$ cat src/rtl/instr_fe.sv
// RV32I fetch stage: single-outstanding instruction memory requester
// with a one-entry skid buffer that absorbs a word returned under stall.
module instr_fe #(
  parameter logic [31:0] PC_RESET  = 32'h0000_0000,
  parameter logic [31:0] NOP_INSTR = 32'h0000_0013
) (
  input  logic        clk,
  input  logic        rstn,
  output logic        i_req,
  output logic [31:0] i_addr,
  input  logic        i_ack,
  input  logic [31:0] i_rdata,
  output logic [31:0] instr,
  output logic [31:0] pc,
  output logic        clk_en,
  input  logic        stall,
  input  logic        flush,
  input  logic [31:0] new_pc
);

  typedef enum logic [1:0] {
    IDLE = 2'd0,
    RUN  = 2'd1,
    HOLD = 2'd2
  } state_e;

  localparam logic [31:0] ALIGN = 32'hFFFF_FFFC;

  state_e      state_q, state_d;
  logic        i_req_q, i_req_d;
  logic [31:0] i_addr_q, i_addr_d;
  logic [31:0] instr_q, instr_d;
  logic [31:0] pc_q, pc_d;
  logic        clk_en_q, clk_en_d;
  logic [31:0] skid_q, skid_d;
  logic [31:0] skid_pc_q, skid_pc_d;
  logic        skid_v_q, skid_v_d;
  logic        xfer;
  logic [31:0] addr_inc;

  assign xfer     = i_req_q & i_ack;
  assign addr_inc = i_addr_q + 32'd4;

  always_comb begin
    state_d   = state_q;
    i_req_d   = i_req_q;
    i_addr_d  = i_addr_q;
    instr_d   = instr_q;
    pc_d      = pc_q;
    clk_en_d  = clk_en_q;
    skid_d    = skid_q;
    skid_pc_d = skid_pc_q;
    skid_v_d  = skid_v_q;

    // Redirect beats everything, including a same-cycle ack and stall.
    if (flush) begin
      i_addr_d = new_pc & ALIGN;
      i_req_d  = 1'b1;
      skid_v_d = 1'b0;
      clk_en_d = 1'b0;
      state_d  = RUN;
    end else begin
      unique case (state_q)
        IDLE: begin
          i_req_d  = 1'b1;
          i_addr_d = PC_RESET & ALIGN;
          state_d  = RUN;
        end
        RUN: begin
          unique case (1'b1)
            xfer && !stall: begin
              instr_d  = i_rdata;
              pc_d     = i_addr_q;
              clk_en_d = 1'b1;
              i_addr_d = addr_inc;
            end
            xfer && stall: begin
              skid_d    = i_rdata;
              skid_pc_d = i_addr_q;
              skid_v_d  = 1'b1;
              i_addr_d  = addr_inc;
              i_req_d   = 1'b0;
              state_d   = HOLD;
            end
            !xfer && !stall: begin
              clk_en_d = 1'b0;
            end
            default: begin
            end
          endcase
        end
        HOLD: begin
          if (!stall) begin
            instr_d  = skid_q;
            pc_d     = skid_pc_q;
            clk_en_d = skid_v_q;
            skid_v_d = 1'b0;
            i_req_d  = 1'b1;
            state_d  = RUN;
          end
        end
        default: begin
          state_d = IDLE;
        end
      endcase
    end
  end

  always_ff @(posedge clk or negedge rstn) begin
    if (!rstn) begin
      state_q   <= IDLE;
      i_req_q   <= 1'b0;
      i_addr_q  <= PC_RESET & ALIGN;
      instr_q   <= NOP_INSTR;
      pc_q      <= 32'h0;
      clk_en_q  <= 1'b0;
      skid_q    <= 32'h0;
      skid_pc_q <= 32'h0;
      skid_v_q  <= 1'b0;
    end else begin
      state_q   <= state_d;
      i_req_q   <= i_req_d;
      i_addr_q  <= i_addr_d;
      instr_q   <= instr_d;
      pc_q      <= pc_d;
      clk_en_q  <= clk_en_d;
      skid_q    <= skid_d;
      skid_pc_q <= skid_pc_d;
      skid_v_q  <= skid_v_d;
    end
  end

  assign i_req  = i_req_q;
  assign i_addr = i_addr_q;
  assign instr  = instr_q;
  assign pc     = pc_q;
  assign clk_en = clk_en_q;

endmodule

$ cat config.mk
export PLATFORM = sky130hd
export DESIGN_NAME = instr_fe
export DESIGN_NICKNAME = d
export VERILOG_FILES = /design/src/rtl/instr_fe.sv
export SDC_FILE = /design/constraint.sdc
export NUM_CORES = 1
export LEC_CHECK = 0
export BUFFER_PORTS_ARGS = -buffer_cell sky130_fd_sc_hd__buf_2
export CAP_MARGIN = 20
export CORE_ASPECT_RATIO = 1.4
export CORE_MARGIN = 10
export CORE_UTILIZATION = 35
export CTS_BUF_LIST = sky130_fd_sc_hd__clkbuf_4
export DETAILED_ROUTE_END_ITERATION = 8
export SYNTH_ARGS = -nofsm -noshare
export SYNTH_HDL_FRONTEND = slang
export SYNTH_SLANG_ARGS = --single-unit
$ cat constraint.sdc
create_clock -name clk -period 2.85 [get_ports clk]
set_input_delay 0.1425 -clock clk [delete_from_list [all_inputs] [get_ports clk]]
set_output_delay 0.1425 -clock clk [all_outputs]
set_load 0.05 [all_outputs]
==> metrics.md, run 1 <==
| Metric | Value |
|---|---|
| Final hold violation count | `0` |
| First-pass GRT wire length | `35.2 mm` |
| IO buf count | `160` |
| Nets | `939` |
| Min Tclk post-route | `2.68 ns` |
| Die Height | `197 um` |
| I/O pins | `167` |
| Initial core utilization | `35.8%` |
| Routed WL | `21.8 mm` |
| Met1 Use GR | `17.6%` |
| Worst Path Required | `3.40 ns` |
| Crit path arrival time | `3.23 ns` |
| Slowest CP cell | `or4_1` |
| Post-synthesis cell count | `655` |
| DRT iter0 DRCs | `351` |
| Register bit count reported by yosys | `159` |
| Critical path's largest stage delay | `0.73 ns` |
| DRC Markers | `0` |
| Final setup vio count | `0` |
| Vias in the first global route | `6257` |
| Critical path, cell by cell | `nand4_2 > or4_1 > or4_1 > nand3_1 > dlygate4sd3_1` |
| Worst-skew pair later-pin latency | `0.60 ns` |
| Vias/cell | `5.12` |
| Mapped Avg Cell Area | `12.0 um^2` |
| Cell area after synthesis | `7850 um^2` |
| GP Congestion | `0.835` |
| DR pass1 iterations | `7` |
| CP top delay family | `simple AND/OR/NAND/NOR gates` |
| DRT antenna net count | `0` |
| Most frequent CP cell | `or4_1` |
| Synth area leader | `dfrtp_1` |
| Area fraction of the dominant cell type after synthesis | `49.8%` |
| Met3 Track Usage GR | `4.47%` |
| CTS max path bufs | `2` |
| Clock sink total | `159` |
| Worst-path fanout max | `10` |
| Vias | `6026` |
| Layout cells sized above 1 | `45.7%` |
| Reg clk slew, reported paths | `0.15 ns` |
| Core area | `21900 um^2` |
| TritonCTS clock tree | `built` |
| Max_cap viols | `0` |
| Asr flop ratio synth | `100%` |
| Routing usage on met2 | `26.4%` |
| Pwr Density | `1060 nW/um^2` |
| CP Class | `reg -> reg` |
| Die Span X | `147 um` |
| Clock skew | `0.0251 ns` |
| WL/cell | `18.5 um` |
| Hold_ws | `0.0544 ns` |
| Overall Global Routing Usage | `15.2%` |
| Top-count cell post-synth | `mux2_2` |
| Dpl hpwl | `15.1 mm` |
| Site Rows | `64` |
| Largest net degree at the start of global routing | `60` |
| H-tree Lvls | `4` |
| Setup TNS Final | `0 ns` |
| Main flop type after synthesis | `dfrtp_1` |
| Static leakage power | `4.29 nW` |
| Die area | `28900 um^2` |
| Layout Area Growth over Synthesis | `26.1%` |
| Cell variety after synth | `57` |
| Buf+Inv Stages, Crit Path | `1` |
| Most common library cells after synthesis | `178 x mux2_2, 156 x dfrtp_1, 32 x clkbuf_1, 32 x o21ai_0, 28 x nand2_1` |
| GRT Residual Overflow | `0` |
| RSZ-0062 raised after global routing | `no` |
| EDFF count, synth | `0` |
| Status | `complete, no violations` |
| Root Driver | `clkbuf_4` |
| Type of origin of the critical path | `flip-flop` |
| CP Capture Type | `flip-flop` |
| Tcrit/Tclk final | `94.2%` |
| Initial antenna violation count | `3` |
| TritonCTS Buffers | `17` |
| Register area share after synthesis | `50.8%` |
| Hold WC Path Type | `in -> async` |
| Yosys warns | `0` |
| Worst-Margin Slew | `0.737 ns` |
| IR Drop Worst-Case VDD | `0.000665 V` |
| Max-slew violation count | `0` |
| F_max | `373 MHz` |
| Relative slew slack | `50.4%` |
| Area contributors post-synth | `dfrtp_1 50%, mux2_2 26%, o21ai_0 2.0%` |
| Gr busiest metal | `met2` |
-- timing repair --
action,4_1_cts,5_1_grt
hold endpoints to repair,217,0
setup buffers,0,0
setup endpoints to repair,0,1
gates resized for setup,0,2
hold buffers,65,0
-- power by group --
group / switching (W) / leakage [nW] / internal (W)
logic: 0.00339 / 2.25 / 0.00176
clock network: 0.000885 / 0.118 / 0.000364
registers: 0.000787 / 1.91 / 0.00329
total: 0.00507 / 4.29 / 0.00542
-- layout by cell type (no fill, tap or decap), types with 4 or more instances in the layout --
cell / netlist / routed
a21oi_1: 12 / 12
a22o_1: 6 / 6
a22oi_1: 13 / 13
a31oi_1: 4 / 4
and3_1: 5 / 5
buf_12: 0 / 5
buf_2: 12 / 159
buf_4: 6 / 12
clkbuf_4: 0 / 18
clkinvlp_4: 0 / 6
conb_1: 1 / 4
dfrtp_1: 156 / 155
dlygate4sd3_1: 0 / 65
inv_1: 11 / 11
inv_6: 0 / 4
mux2_2: 178 / 178
nand2_1: 28 / 28
nand3_1: 24 / 24
nand4_1: 12 / 12
nor2_1: 20 / 19
nor3_1: 10 / 9
nor4_1: 8 / 8
o211ai_1: 10 / 10
o21ai_0: 32 / 32
or3_1: 4 / 4
or4_1: 9 / 9
-- layer usage --
layer | wire length [um] | share of wire, %
met5 | 28 | 0.13
met4 | 316 | 1.5
met3 | 1240 | 5.7
met2 | 11400 | 53
met1 | 8750 | 40
-- cell type report --
cell class              count  area (um^2)
fillers                  2103        12000
flip-flops and latches    159         3980
multi-input cells         434         3600
repair buffers            242         1650
well taps                 297          372
clock buffers              18          135
clock inverters            14          111
inverters                  11         41.3
diodes                      1         2.50
-- path summary, 6_finish.rpt --
kind	start	end	slack, ns	cells after the start
setup / recovery	i_addr[20]	i_addr[30]	0.17	5
hold / removal	rstn	skid_q[27]	0.05	2
setup reg to reg	i_addr[20]	i_addr[30]	0.17	5
hold reg to reg	instr[25]	instr[25]	0.51	1
max in group asynchronous	rstn	instr[4]	1.89	3
min in group clk	i_ack	i_addr[28]	0.06	5
-- stage by stage --
step	power (W)	worst slack, ns	util (%)	instance area [um^2]	instances
final	0.0105	0.166	45.1	9900	1176
after global routing	0.0111	0.00502	45.1	9900	1176
after CTS	0.0106	0.177	45.1	9890	1175
after detailed placement	0.00926	0.442	41.0	8990	1078
after global placement	0.00916	0.497	41.0	8990	1078
after floorplan	0.00787	0.502	-	7860	658
-- cell families (layout without fill, tap and decap cells) --
logic type	count (synthesis)	in the layout	synth area share, %
muxes	179	179	25.7
other	1	5	0.0478
AOI/OAI and AO/OA	105	105	8.96
and+or+nand+nor	141	141	9.94
buffers and inverters	65	285	3.81
DFF	159	159	50.8
adders and majority gates	5	5	0.797
-- state kept, by name, indices dropped and copies added (netlist names) --
name       flops
instr         32
clk_en         1
pc            30
skid_q        32
skid_pc_q     30
i_addr        30
i_req          1
state_q        2
skid_v_q       1
(Power assumes the default switching activity.)
==> run 2, diff against run 1 <==
Settings changed: CELL_PAD_IN_SITES_DETAIL_PLACEMENT from default to 2, CELL_PAD_IN_SITES_GLOBAL_PLACEMENT from default to 2, PLACE_DENSITY_LB_ADDON from default to 0.1.
==> run 2 against run 1 <==
Against the previous run: non-clock buffer count rose by 7; critical path depth did not move; fmax fell by 1.2%; sequential power barely moved; die area did not move; worst setup slack got worse by 0.033 ns; critical endpoint unchanged; largest cell class unchanged.
==> metrics.md, run 2 (synthesis results as in run 1) <==
| Metric | Value |
|---|---|
| Wl on met1 | `10.3 mm (was 8.75 mm)` |
| Layout cells sized above 1 | `45.8% (was 45.7%)` |
| Critical path's largest stage delay | `0.74 ns (was 0.73 ns)` |
| Overall Global Routing Usage | `18.2% (was 15.2%)` |
| GRT Residual Overflow | `0 (unchanged)` |
| Clock skew | `0.0208 ns (was 0.0251 ns)` |
| CP Class | `reg -> reg (unchanged)` |
| Reg clk slew, reported paths | `0.14 ns (was 0.15 ns)` |
| Buf+Inv Stages, Crit Path | `1 (unchanged)` |
| Reg2reg end | `i_addr[30] (unchanged)` |
| Type of origin of the critical path | `flip-flop (unchanged)` |
| I/O pins | `167 (unchanged)` |
| Root Driver | `clkbuf_4 (unchanged)` |
| Crit path arrival time | `3.25 ns (was 3.23 ns)` |
| Fin util | `45.4% (was 45.1%)` |
| Final hold violation count | `0 (unchanged)` |
| WHS Path Cells | `2` |
| TritonCTS Buffers | `17 (unchanged)` |
| Pwr Total | `0.0108 W (was 0.0105 W)` |
| Dpl hpwl | `18.2 mm (was 15.1 mm)` |
| Met2 WL | `14.6 mm (was 11.4 mm)` |
| Largest net degree at the start of global routing | `57 (was 60)` |
| Place WS | `0.283 ns (was 0.442 ns)` |
| Worst-path fanout max | `10 (unchanged)` |
| CP top delay family | `simple AND/OR/NAND/NOR gates (unchanged)` |
| Max-slew violation count | `0 (unchanged)` |
| Pwr Density | `1090 nW/um^2 (was 1060 nW/um^2)` |
| DRC Markers | `0 (unchanged)` |
| CP Capture Type | `flip-flop (unchanged)` |
| Vias/cell | `5.27 (was 5.12)` |
| Sequential cell area | `3980 um^2 (about the same)` |
| Slowest CP cell | `or4_1 (unchanged)` |
| Min Tclk post-route | `2.72 ns (was 2.68 ns)` |
| Nets | `946 (was 939)` |
| Setup TNS Final | `0 ns (unchanged)` |
| Final setup vio count | `0 (unchanged)` |
| Clock sink total | `159 (unchanged)` |
| Max_cap viols | `0 (unchanged)` |
| Filler cells | `2300 (was 2103)` |
| H-tree Lvls | `4 (unchanged)` |
| Core area | `21900 um^2 (unchanged)` |
| Worst Hold End | `skid_v_q` |
| Worst r2r src | `i_addr[19] (was i_addr[20])` |
| Reg2Reg Setup Slack | `0.13 ns (was 0.17 ns)` |
| CTS max path bufs | `2 (unchanged)` |
| Die area | `28900 um^2 (unchanged)` |
| Worst-skew pair later-pin latency | `0.58 ns (was 0.60 ns)` |
| DR pass1 iterations | `4 (was 7)` |
| Die Span X | `147 um (unchanged)` |
| Post-CTS setup buffers | `0 (unchanged)` |
| Status | `complete, no violations (unchanged)` |
| Static leakage power | `4.34 nW (was 4.29 nW)` |
| Commonest non-fill, non-tap cells in the layout | `178 x mux2_2, 159 x buf_2, 156 x dfrtp_1 (was 178 x mux2_2, 159 x buf_2, 155 x dfrtp_1)` |
| TritonCTS clock tree | `built (unchanged)` |
| RSZ-0062 raised after global routing | `no (unchanged)` |
| DRT antenna net count | `0 (unchanged)` |
| Final WS setup | `0.132 ns (was 0.166 ns)` |
| CP startpoint | `i_addr[19] (was i_addr[20])` |
| Tcrit/Tclk final | `95.4% (was 94.2%)` |
| Register-to-Register Path Depth | `5 (unchanged)` |
| IO buf count | `160 (unchanged)` |
| Multi-input gate area in the final layout | `3600 um^2 (unchanged)` |
| Placed Area | `9030 um^2 (was 8990 um^2)` |
| DRT iter0 DRCs | `177 (was 351)` |
| Vias in the first global route | `7350 (was 6257)` |
| Worst-Margin Slew | `0.664 ns (was 0.737 ns)` |
| Initial core utilization | `35.8% (unchanged)` |
| Commonest non-fill, non-tap cell in the layout | `mux2_2 (unchanged)` |
| IR Drop Worst-Case VDD | `0.000469 V (was 0.000665 V)` |
| Layout Area Growth over Synthesis | `27.0% (was 26.1%)` |
| GP Congestion | `0.810 (was 0.835)` |
| First-pass GRT wire length | `42.2 mm (was 35.2 mm)` |
| F_max | `368 MHz (was 373 MHz)` |
| Critical path, cell by cell | `nand4_2 > or4_1 > or4_1 > nand3_1 > dlygate4sd3_1 (unchanged)` |
| Worst Path Required | `3.38 ns (was 3.40 ns)` |
| Met3 routed WL | `1.04 mm (was 1.24 mm)` |
| Hold path start | `flush` |
| Design Area, Final | `9960 um^2 (was 9900 um^2)` |
| Die Height | `197 um (unchanged)` |
| Relative slew slack | `55.4% (was 50.4%)` |
| Initial antenna violation count | `5 (was 3)` |
| Hold WC Path Type | `in -> reg (was in -> async)` |
| Site Rows | `64 (unchanged)` |
| Most frequent CP cell | `or4_1 (unchanged)` |
| Routed WL | `26.2 mm (was 21.8 mm)` |
| Vias | `6240 (was 6026)` |
| Max layer used | `met5 (unchanged)` |
| WL/cell | `22.1 um (was 18.5 um)` |
## run 2: changes by cell type in the layout (fill, tap and decap cells not counted), sizes merged
cell | before | now
diode | 1 | 3
bufinv | 0 | 2
clkinv | 4 | 8
buf | 177 | 184
clkinvlp | 6 | 3
clkbuf | 18 | 19
inv | 15 | 11
## run 2: cell type report
| class | instances | share of cell area, % |
|---|---|---|
| diodes | 3 | 0.0754 |
| clock buffers | 19 | 1.43 |
| clock inverters | 13 | 1.24 |
| inverters | 11 | 0.415 |
| multi-input cells | 434 | 36.2 |
| flip-flops and latches | 159 | 40.0 |
| well taps | 297 | 3.73 |
| repair buffers | 249 | 16.9 |
## run 2: timing repair
| action | 4_1_cts | 5_1_grt |
|---|---|---|
| hold buffers | 65 | 0 |
| endpoints found under the hold margin | 220 | 0 |
| resized for setup | 0 | 1 |
| endpoints found under the setup margin | 0 | 1 |
## run 2: worst max-delay path by stage
stage                             to  slack (ns)  cells past startpoint
after floorplan           i_addr[21]        0.50                      6
after global placement     i_addr[6]        0.40                      8
after detailed placement   i_addr[6]        0.28                      8
after CTS                 i_addr[30]         0.1                      7
after global routing      i_addr[30]        0.03                      6
final                     i_addr[30]        0.13                      5
## run 2: metrics by stage
step / hold slack (ns) / instances
4_1_cts: 0.00134 / 1182
6_report: 0.0404 / 1185
3_5_place_dp: 0.136 / 1085
3_3_place_gp: 0.135 / 1085
2_1_floorplan: -0.153 / 658
5_1_grt: 0.0112 / 1184
## run 2: per-layer routing
metal	track usage, %	vias to the layer above
li1	-	2846
met4	4.94	4
met5	0	-
met3	4.72	22
met1	19.8	3253
met2	34.1	115
## run 2: power by group
part	internal (W)	switching, W
logic	0.00178	0.00355
registers	0.00329	0.000823
clock network	0.000526	0.000838
## run 2: worst reg2reg max path, delay by kind of cell (launching register included)
family	cells	cell delay (ns)
buffers and inverters	1	0.57
flip-flops	1	0.55
AND/OR/NAND/NOR	4	1.56
